`src/rtl/knn_topk_collector.sv`:
```
// K-nearest collector: keeps the K smallest (distance, id) pairs of a query in a
// sorted register list and streams them out in ascending order after the last candidate.
module knn_topk_collector #(
  parameter int unsigned K      = 4,
  parameter int unsigned ID_W   = 16,
  parameter int unsigned DIST_W = 32
) (
  input  logic              clk_in,
  input  logic              rst_in,
  input  logic              start_in,
  input  logic              data_valid_in,
  input  logic [DIST_W-1:0] distance_sq_in,
  input  logic [ID_W-1:0]   vertex_id_in,
  input  logic              last_in,
  output logic              ready_out,
  output logic              result_valid_out,
  output logic [DIST_W-1:0] result_dist_out,
  output logic [ID_W-1:0]   result_id_out,
  output logic              result_last_out,
  output logic              busy_out
);

  localparam int unsigned CNT_W = $clog2(K + 1);
  localparam int unsigned IDX_W = (K > 1) ? $clog2(K) : 1;

  typedef enum logic [1:0] {
    S_IDLE    = 2'd0,
    S_COLLECT = 2'd1,
    S_EMIT    = 2'd2
  } state_t;

  state_t            state, state_nxt;
  logic [CNT_W-1:0]  fill_cnt, fill_nxt;
  logic [DIST_W-1:0] list_dist [K];
  logic [DIST_W-1:0] list_dist_nxt [K];
  logic [ID_W-1:0]   list_id [K];
  logic [ID_W-1:0]   list_id_nxt [K];
  logic [IDX_W-1:0]  emit_idx, emit_idx_nxt;

  // Read stage between the list and the output registers.
  logic              sel_valid, sel_valid_nxt;
  logic              sel_last, sel_last_nxt;
  logic [DIST_W-1:0] sel_dist, sel_dist_nxt;
  logic [ID_W-1:0]   sel_id, sel_id_nxt;

  logic              ready_nxt, busy_nxt;
  logic              res_valid_nxt, res_last_nxt;
  logic [DIST_W-1:0] res_dist_nxt;
  logic [ID_W-1:0]   res_id_nxt;

  logic [CNT_W-1:0]  ins_pos;
  logic [DIST_W-1:0] shift_dist [K];
  logic [ID_W-1:0]   shift_id [K];

  // Next-state, list update and output computation.
  always_comb begin
    state_nxt     = state;
    fill_nxt      = fill_cnt;
    list_dist_nxt = list_dist;
    list_id_nxt   = list_id;
    emit_idx_nxt  = emit_idx;
    sel_valid_nxt = 1'b0;
    sel_last_nxt  = 1'b0;
    sel_dist_nxt  = sel_dist;
    sel_id_nxt    = sel_id;
    ins_pos       = '0;

    // Insertion point: count of valid entries not greater than the candidate (keeps ties stable).
    for (int i = 0; i < int'(K); i++) begin
      if ((CNT_W'(i) < fill_cnt) && (list_dist[i] <= distance_sq_in))
        ins_pos = ins_pos + CNT_W'(1);
    end

    shift_dist[0] = list_dist[0];
    shift_id[0]   = list_id[0];
    for (int i = 1; i < int'(K); i++) begin
      shift_dist[i] = list_dist[i-1];
      shift_id[i]   = list_id[i-1];
    end

    case (state)
      S_IDLE: begin
        // The cycle showing the final result still counts as emission: start is ignored there.
        if (start_in && !result_last_out) begin
          state_nxt = S_COLLECT;
          fill_nxt  = '0;
        end
      end
      S_COLLECT: begin
        if (start_in) begin
          fill_nxt = '0;
        end else if (data_valid_in) begin
          if (ins_pos < CNT_W'(K)) begin
            for (int i = 0; i < int'(K); i++) begin
              if (CNT_W'(i) == ins_pos) begin
                list_dist_nxt[i] = distance_sq_in;
                list_id_nxt[i]   = vertex_id_in;
              end else if (CNT_W'(i) > ins_pos) begin
                list_dist_nxt[i] = shift_dist[i];
                list_id_nxt[i]   = shift_id[i];
              end
            end
            if (fill_cnt < CNT_W'(K))
              fill_nxt = fill_cnt + CNT_W'(1);
          end
          if (last_in) begin
            state_nxt    = S_EMIT;
            emit_idx_nxt = '0;
          end
        end
      end
      S_EMIT: begin
        if (sel_last) begin
          state_nxt = S_IDLE;
        end else begin
          sel_valid_nxt = 1'b1;
          sel_dist_nxt  = list_dist[emit_idx];
          sel_id_nxt    = list_id[emit_idx];
          sel_last_nxt  = (CNT_W'(emit_idx) == (fill_cnt - CNT_W'(1)));
          emit_idx_nxt  = emit_idx + IDX_W'(1);
        end
      end
      default: state_nxt = S_IDLE;
    endcase

    ready_nxt     = (state_nxt == S_COLLECT);
    busy_nxt      = (state_nxt != S_IDLE);
    res_valid_nxt = sel_valid;
    res_last_nxt  = sel_last;
    res_dist_nxt  = sel_valid ? sel_dist : result_dist_out;
    res_id_nxt    = sel_valid ? sel_id : result_id_out;
  end

  // State and output registers.
  always_ff @(posedge clk_in) begin
    if (rst_in) begin
      state            <= S_IDLE;
      fill_cnt         <= '0;
      emit_idx         <= '0;
      sel_valid        <= 1'b0;
      sel_last         <= 1'b0;
      sel_dist         <= '0;
      sel_id           <= '0;
      ready_out        <= 1'b0;
      busy_out         <= 1'b0;
      result_valid_out <= 1'b0;
      result_last_out  <= 1'b0;
      result_dist_out  <= '0;
      result_id_out    <= '0;
      for (int i = 0; i < int'(K); i++) begin
        list_dist[i] <= '0;
        list_id[i]   <= '0;
      end
    end else begin
      state            <= state_nxt;
      fill_cnt         <= fill_nxt;
      emit_idx         <= emit_idx_nxt;
      sel_valid        <= sel_valid_nxt;
      sel_last         <= sel_last_nxt;
      sel_dist         <= sel_dist_nxt;
      sel_id           <= sel_id_nxt;
      ready_out        <= ready_nxt;
      busy_out         <= busy_nxt;
      result_valid_out <= res_valid_nxt;
      result_last_out  <= res_last_nxt;
      result_dist_out  <= res_dist_nxt;
      result_id_out    <= res_id_nxt;
      for (int i = 0; i < int'(K); i++) begin
        list_dist[i] <= list_dist_nxt[i];
        list_id[i]   <= list_id_nxt[i];
      end
    end
  end

endmodule

```
`config.mk`:
```
export PLATFORM = sky130hd
export DESIGN_NAME = knn_topk_collector
export DESIGN_NICKNAME = d
export VERILOG_FILES = /design/src/rtl/knn_topk_collector.sv
export SDC_FILE = /design/constraint.sdc
export NUM_CORES = 1
export LEC_CHECK = 0
export CORE_MARGIN = 8
export CORE_UTILIZATION = 54
export DETAILED_ROUTE_END_ITERATION = 10
export PLACE_DENSITY = 0.74
export SKIP_LAST_GASP = 1
export SLEW_MARGIN = 10
export SYNTH_ARGS = -nofsm -noshare
export SYNTH_HDL_FRONTEND = slang
export SYNTH_SLANG_ARGS = --single-unit
```
`constraint.sdc`:
```
create_clock -name clk_in -period 4.65 [get_ports clk_in]
set_input_delay 0.465 -clock clk_in [delete_from_list [all_inputs] [get_ports clk_in]]
set_output_delay 0.465 -clock clk_in [all_outputs]
set_load 0.01 [all_outputs]
```
======== Yosys cells after proc, flatten, opt, wreduce, memory -nomap -nowiden ========
Cells that the tools add are included.
operators by class
  add/subtract/negate cells ............... 6
  bitwise gates (word level) .............. 4
  muxes and demuxes ....................... 40
  equal/unequal tests ..................... 15
  order comparisons ....................... 14
  reductions and logical operators ........ 23
operators by type and width
  kind                 count
  $mux 32              8
  $le 32x32->1         4
  $mux 16              8
  $bmux 32 s2          1
  $bmux 16 s2          1
  $reduce_and 5->1     6
  $mux 3               8
  $mux 2               9
  $add 3x1->3 const B  4
  $reduce_bool 2->1    6
  $ne 2x2->1 const B   5
  $ne 3x3->1 const B   3
  $eq 2x3->1 const A   2
  $gt 2x3->1 const A   2
  $lt 1x3->1 const A   2
  $lt 2x3->1 const A   2
  $lt 3x3->1 const B   2
  $pmux 2 s3           1
  $pmux 3 s2           1
  $logic_and 1x1->1    5
  $eq 2x1->1 const B   2
  $pmux 2 s2           1
  $eq 1x3->1 const A   1
  $eq 2x3->1           1
  other kinds (14)     17
word-level totals
  output and inout bits ................... 52
  input port bits ......................... 53
  register bits after elaboration ......... 301

======== Depth between registers and ports, before layout ========
  depth in word-level cells ............... 14
  depth in mapped cells ................... 24
  gate-level depth less buffers ........... 22

======== Least setup slack after synthesis ========
Ideal clock, no wire load.
  path kind ............................... input to register
  start point ............................. in distance_sq_in[1]
  end point ............................... reg list_dist[11] (netlist bit)
  path buffers ............................ 2
  required time ........................... 4.513 ns
  library setup time ...................... 0.137 ns
  cell stages on the path ................. 23
  path slack .............................. -0.304 ns
  data arrival time ....................... 4.816 ns
  cells stage by stage .................... inv_1 > ha_1 > nor2b_1 > o21a_1 > o21a_1 > o21a_1 > o21a_1 > o21a_1 > o21ai_0 > nand2b_1 > a221oi_1 > o31ai_1 > ha_1 > xnor2_1 > clkinv_1 > ha_1 > or4b_1 > o211ai_1 > a21boi_2 > buf_6 > buf_6 > mux2i_1 > a211oi_1
between the ends
  cells in the longest elaborated chain, start to end .. 12
ends and longest elaborated chain
  what                                             line    source
  start, declared                                  12      input logic [DIST_W-1:0] distance_sq_in,
  $le 32x32->1                                     70      if ((CNT_W'(i) < fill_cnt) && (list_dist[i] <= distance_sq_in))
  $logic_and 1x1->1                                70
  $mux 1                                           70
  $add 3x1->3                                      71      ins_pos = ins_pos + CNT_W'(1);
  $mux 3                                           70
  $add 3x1->3                                      71
  $mux 3                                           70
  $add 3x1->3                                      71
  $mux 3 *                                         70
  $gt 2x3->1 / $eq 2x3->1 (equally long branches)  98, 95
  $reduce_bool 2->1 (no source line)               -
  $reduce_and 5->1 (no source line)                -
  end signal, assigned by index                    169     list_dist[i] <= list_dist_nxt[i];
  end, declared                                    34      logic [DIST_W-1:0] list_dist [K];
Every way passes the cells marked *; elsewhere a longest branch is shown, timed or not.
A chain may end at the register's enable or synchronous reset.

======== Worst setup path in the final report ========
  start point ............................. reg list_dist[65] (netlist bit)
  end point ............................... reg list_dist[2] (netlist bit)
between the ends
  cells in the longest elaborated chain, start to end .. 10
ends and longest elaborated chain
  what                                             line
  $le 32x32->1 *                                   70
  $logic_and 1x1->1 *                              70
  $mux 3 *                                         70
  $add 3x1->3                                      71
  $mux 3 *                                         70
  $add 3x1->3                                      71
  $mux 3 *                                         70
  $gt 2x3->1 / $eq 2x3->1 (equally long branches)  98, 95
  $reduce_bool 2->1 (no source line)               -
  $reduce_and 5->1 (no source line)                -
Marks and branches as above.

==> impl_summary.txt <==
----------------------------------------------------
[Outcome]
  Run status ... finished with violations
  Failing checks ... negative setup slack

[Placed design]
  Placed wire-length estimate after detailed placement ... between 20000 and 30000 um
  Cell area after placement ... approximately 18000 um2
  Gp weighted congestion ... about 0.88
  Count of port buffers added during placement ... approximately 100

[Yosys]
  Count of cell types in the netlist ... 53
  Number of enable-type register cells in the synthesized netlist ... 0
  Fraction of registers with async set/reset ... 0%
  Synth top area cells ... dfxtp_1 37%, mux2i_1 15%, ha_1 11%, a211oi_1 6.8%, mux4_2 6.7%
  Flip-flop cell with the highest count after synthesis ... dfxtp_1
  Area leader, netlist ... dfxtp_1
  Sequential element share of the synthesized area ... between 30% and 40%
  Most frequent cells after synthesis ... 301 x dfxtp_1, 262 x nor2_1, 241 x mux2i_1
  Cells after synthesis ... 1692
  Average cell area after synthesis ... between 9 and 10 um2
  Compound-cell area share of the yosys netlist ... 13.37%
  Multiplexer fraction of the synthesized cell area ... between 20% and 30%
  Flops & latches, synth ... about 300
  Synthesized-area fraction occupied by xor and xnor cells ... less than 1%
  Net count after synthesis ... roughly 1900
  Warnings from Yosys ... 0
  Area fraction of the dominant cell type after synthesis ... between 30% and 40%
  Largest family of logic cells by synthesized area ... multiplexers
  Arithmetic-cell share of the synthesized area counting full adders, half adders and majority gates ... a little over a tenth
  Post-synthesis share of cell area spent on and, or, nand and nor gates ... 12.44%
  Total standard cell area after synthesis ... between 15000 and 20000 um2
  Most repeated cell in the gate-level netlist after synthesis ... dfxtp_1

[Timing]
  Number of max-slew violations in the final report ... 0
  Setup-violating endpoint count in the final report ... 50
  Worst slew pin tran ... about 0.98 ns
  Timing-limited maximum frequency ... between 200 and 250 MHz
  Final worst setup slack ... -0.06895 ns
  Remaining max-slew budget at the tightest pin ... 34.87%
  Final worst-path cycle share ... 101.5%
  RSZ-0062 raised after global routing ... true
  Final number of hold-violating endpoints ... 0
  Tmin final ... 4.719 ns
  Worst Clk Skew ... 0.02754 ns

[Critical path]
  Setup crit start ... list_dist[65]
  Capture point of the worst path ... list_dist[2]
  Critical Path Slowest Stage Cell ... or4b_4
  Levels on crit path ... 22
  Critical path buffer and inverter count ... 3
  Cell type group with the largest total delay on the critical path ... compound AO/OA/AOI/OAI gates
  Top cell by count, worst path ... o21a_1
  Worst setup path class ... reg -> reg
  CP max stage delay ... 0.51 ns
  Worst-path cell chain ... ha_4 > nor2b_1 > o21a_1 > o21a_1 > o21a_1 > o21a_1 > o21a_1 > o21ai_2 > nand2b_1 > a221oi_4 > o31ai_4 > ha_4 > xnor2_4 > clkinv_2 > ha_4 > or4b_4 > o211ai_1 > a21boi_4 > buf_12 > buf_12 > mux2i_1 > a211oi_1
  Reg-to-reg slack, setup ... -0.07 ns
  Kind of launch point of the worst setup path ... register
  Length in cells of the worst reg-to-reg path ... 22
  Required time of the worst setup path ... roughly 5 ns
  FF-to-FF End ... list_dist[2]
  Launch instance of the worst register-to-register path ... list_dist[65]
  Worst Path Arrival ... 5.08 ns
  Maximum fanout count along the critical path ... 10
  Kind of capture point of the worst setup path ... register

[Clock network]
  CTS tree ... done
  Reg clk slew, reported paths ... approximately 0.070 ns
  Source-to-sink clock delay at the later pin of the worst-skew pair ... around 0.53 ns
  H-Tree Depth ... 2
  TritonCTS Sinks ... between 300 and 400
  Buffer depth of the longest clock path ... 3
  Number of buffers created by CTS ... 34
  Clock tree root buffer cell ... clkbuf_16

[Finish]
  Post-layout net count ... roughly 2100
  Antenna diodes ... 0
  Area growth from synthesis to layout ... 24.67%
  Fraction of final layout cells with drive strength greater than 1 ... around 16%
  Fin area ... between 20000 and 25000 um2

[Global route]
  Tot GR Track Use ... 24.05%
  Antenna violations before repair ... 0
  First-pass GRT wire length ... about 71000 um
  Vias in the first global route ... roughly 14000
  Aggregate global routing overflow ... 0
  Maximum number of pins on one net before global-route repair ... between 150 and 200

[Detailed routing]
  Final wirelength ... around 45000 um
  Post-DRT Antenna Nets ... 0
  Total number of vias ... approximately 14000
  Router iterations before antenna repair ... 5
  1st-iter DRT viols ... 932
  Average vias per placed instance ... around 5.9
  DR WL/cell ... 19.55 um
  Residual DRC count ... 0

[Pwr]
  Sequential group share of total power ... roughly 45%
  Highest ir drop seen on vdd ... around 0.3 mV
  Power per Cell Area ... 300.8 nW/um2
  Relative contribution of the clock network to total power ... approximately 44%
  Leakage power summed over all cells ... between 7 and 8 nW
  Part of the power in combinational logic ... a little over a tenth
  Net switching share of the total power ... 24.84%
  Power, Total ... between 6 and 7 mW
  Internal power consumption ... 4.534 mW
  Switch Pwr ... around 1.5 mW

[Floorplanning]
  Top Ports ... 105
  Initial core utilization ... 54.58%
  Placeable core area ... 29480 um2
  Overall die height ... approximately 190 um
  DIE WIDTH ... roughly 190 um
  Die ar. ... ~36000 um2
  Number of rows created at floorplan ... 63

[Worst hold path]
  Class of the most critical hold timing path ... in -> reg

[Run]
  Maximum Capacitance Violations ... 0

----------------------------------------------------
cell usage in the layout (no fill, tap or decap), types with 7 or more instances in the layout:
master | Yosys | routed
nor2b_1 | 13 | 13
o21a_1 | 10 | 10
clkbuf_16 | 0 | 38
buf_4 | 2 | 133
o21ai_0 | 20 | 14
nand4_1 | 31 | 31
nand3_1 | 7 | 7
buf_12 | 0 | 17
ha_1 | 136 | 132
nor2_1 | 262 | 261
a211oi_1 | 146 | 142
a21oi_1 | 97 | 93
nand2b_1 | 13 | 13
clkdlybuf4s50_1 | 0 | 100
mux2i_1 | 241 | 231
inv_1 | 44 | 42
o21ai_1 | 4 | 8
dfxtp_1 | 301 | 297
nand2_1 | 123 | 122
nor3_1 | 9 | 9
mux4_2 | 48 | 48
a21o_1 | 20 | 20
mux2i_2 | 0 | 9
clkinv_2 | 0 | 9
registers in the layout (all words and copies together), names as in the netlist, 2 cells and up:
name and cells:
result_dist_out 32, list_id 64, list_dist 128, sel_id 16, fill_cnt 3, result_id_out 16, state 2, sel_dist 32
emit_idx 2
tightest hold or removal path: stages:
cell,delay (ns)
dlymetal6s2s_1,0.19
mux2i_1,0.11
nor2_1,0.07
what timing repair did:
action / CTS / global route
pin swaps: 16 / 16
cloned: 4 / 4
hold endpoints to repair: 0 / 0
resized for setup: 22 / 35
setup endpoints to repair: 191 / 192
hold buffers: 0 / 0
setup buffers: 10 / 4
worst min path at each step:
stage / slack [ns] / cells after the start / to / start
final: 0.37 / 3 / list_dist[99] / distance_sq_in[3]
after global routing: 0.40 / 3 / list_dist[99] / distance_sq_in[3]
after CTS: 0.46 / 2 / sel_dist[4] / sel_dist[4]
after detailed placement: 0.45 / 2 / sel_dist[4] / sel_dist[4]
after global placement: 0.44 / 2 / sel_id[1] / sel_id[1]
after floorplan: 0.44 / 2 / sel_dist[0] / sel_dist[0]
logic make-up after synthesis:
family / Yosys count
adder cells (fa/ha/maj): 136
multiplexers: 289
buffers and inverters: 161
flip-flops: 301
XOR/XNOR: 6
AND/OR/NAND/NOR: 475
AO/OA/AOI/OAI: 324
metal layers:
layer / global-route usage, % / vias up / part of all wire (%)
met5: 0 / - / 0
met2: 40.41 / 434 / 47
met3: 4.048 / 105 / 6.0
met1: 30.31 / 6519 / 43
met4: 9.591 / 0 / 3.3
li1: - / 6494 / -
cell type report:
| class | instances | area, um2 |
|---|---|---|
| multi-input combinational | 1230 | 9642 |
| fill | 2239 | 9422 |
| sequential | 301 | 6036 |
| timing repair buffer | 265 | 2616 |
| clock buffer | 42 | 920.9 |
| tap | 390 | 488.0 |
| clock inverter | 17 | 186.4 |
| inverter | 45 | 170.2 |
per-stage QoR:
step           instances  worst slack, ns  hold slack [ns]  TNS (ns)  util, %
2_1_floorplan       1692         0.008810           0.4360         0        -
3_3_place_gp        2212          -0.7234           0.4427   -121.36    62.62
3_5_place_dp        2212          -0.8594           0.4479   -136.72    62.62
4_1_cts             2285          -0.1101           0.4555    -2.243    67.38
5_1_grt             2290          -0.2487           0.3987    -23.79    68.04
6_report            2290         -0.06895           0.3673    -1.942    68.04
power by group through the flow:
stage / clock (mW) / combinational [mW] / sequential (mW)
global placement: 0 / 0.586 / 2.76
detailed placement: 0 / 0.604 / 2.77
finish: 2.67 / 0.648 / 2.71
CTS: 2.70 / 0.621 / 2.71
floorplan: 0 / 0.363 / 2.74
global route: 2.81 / 0.709 / 2.72
No activity file was read; power rests on OpenSTA's default activity.
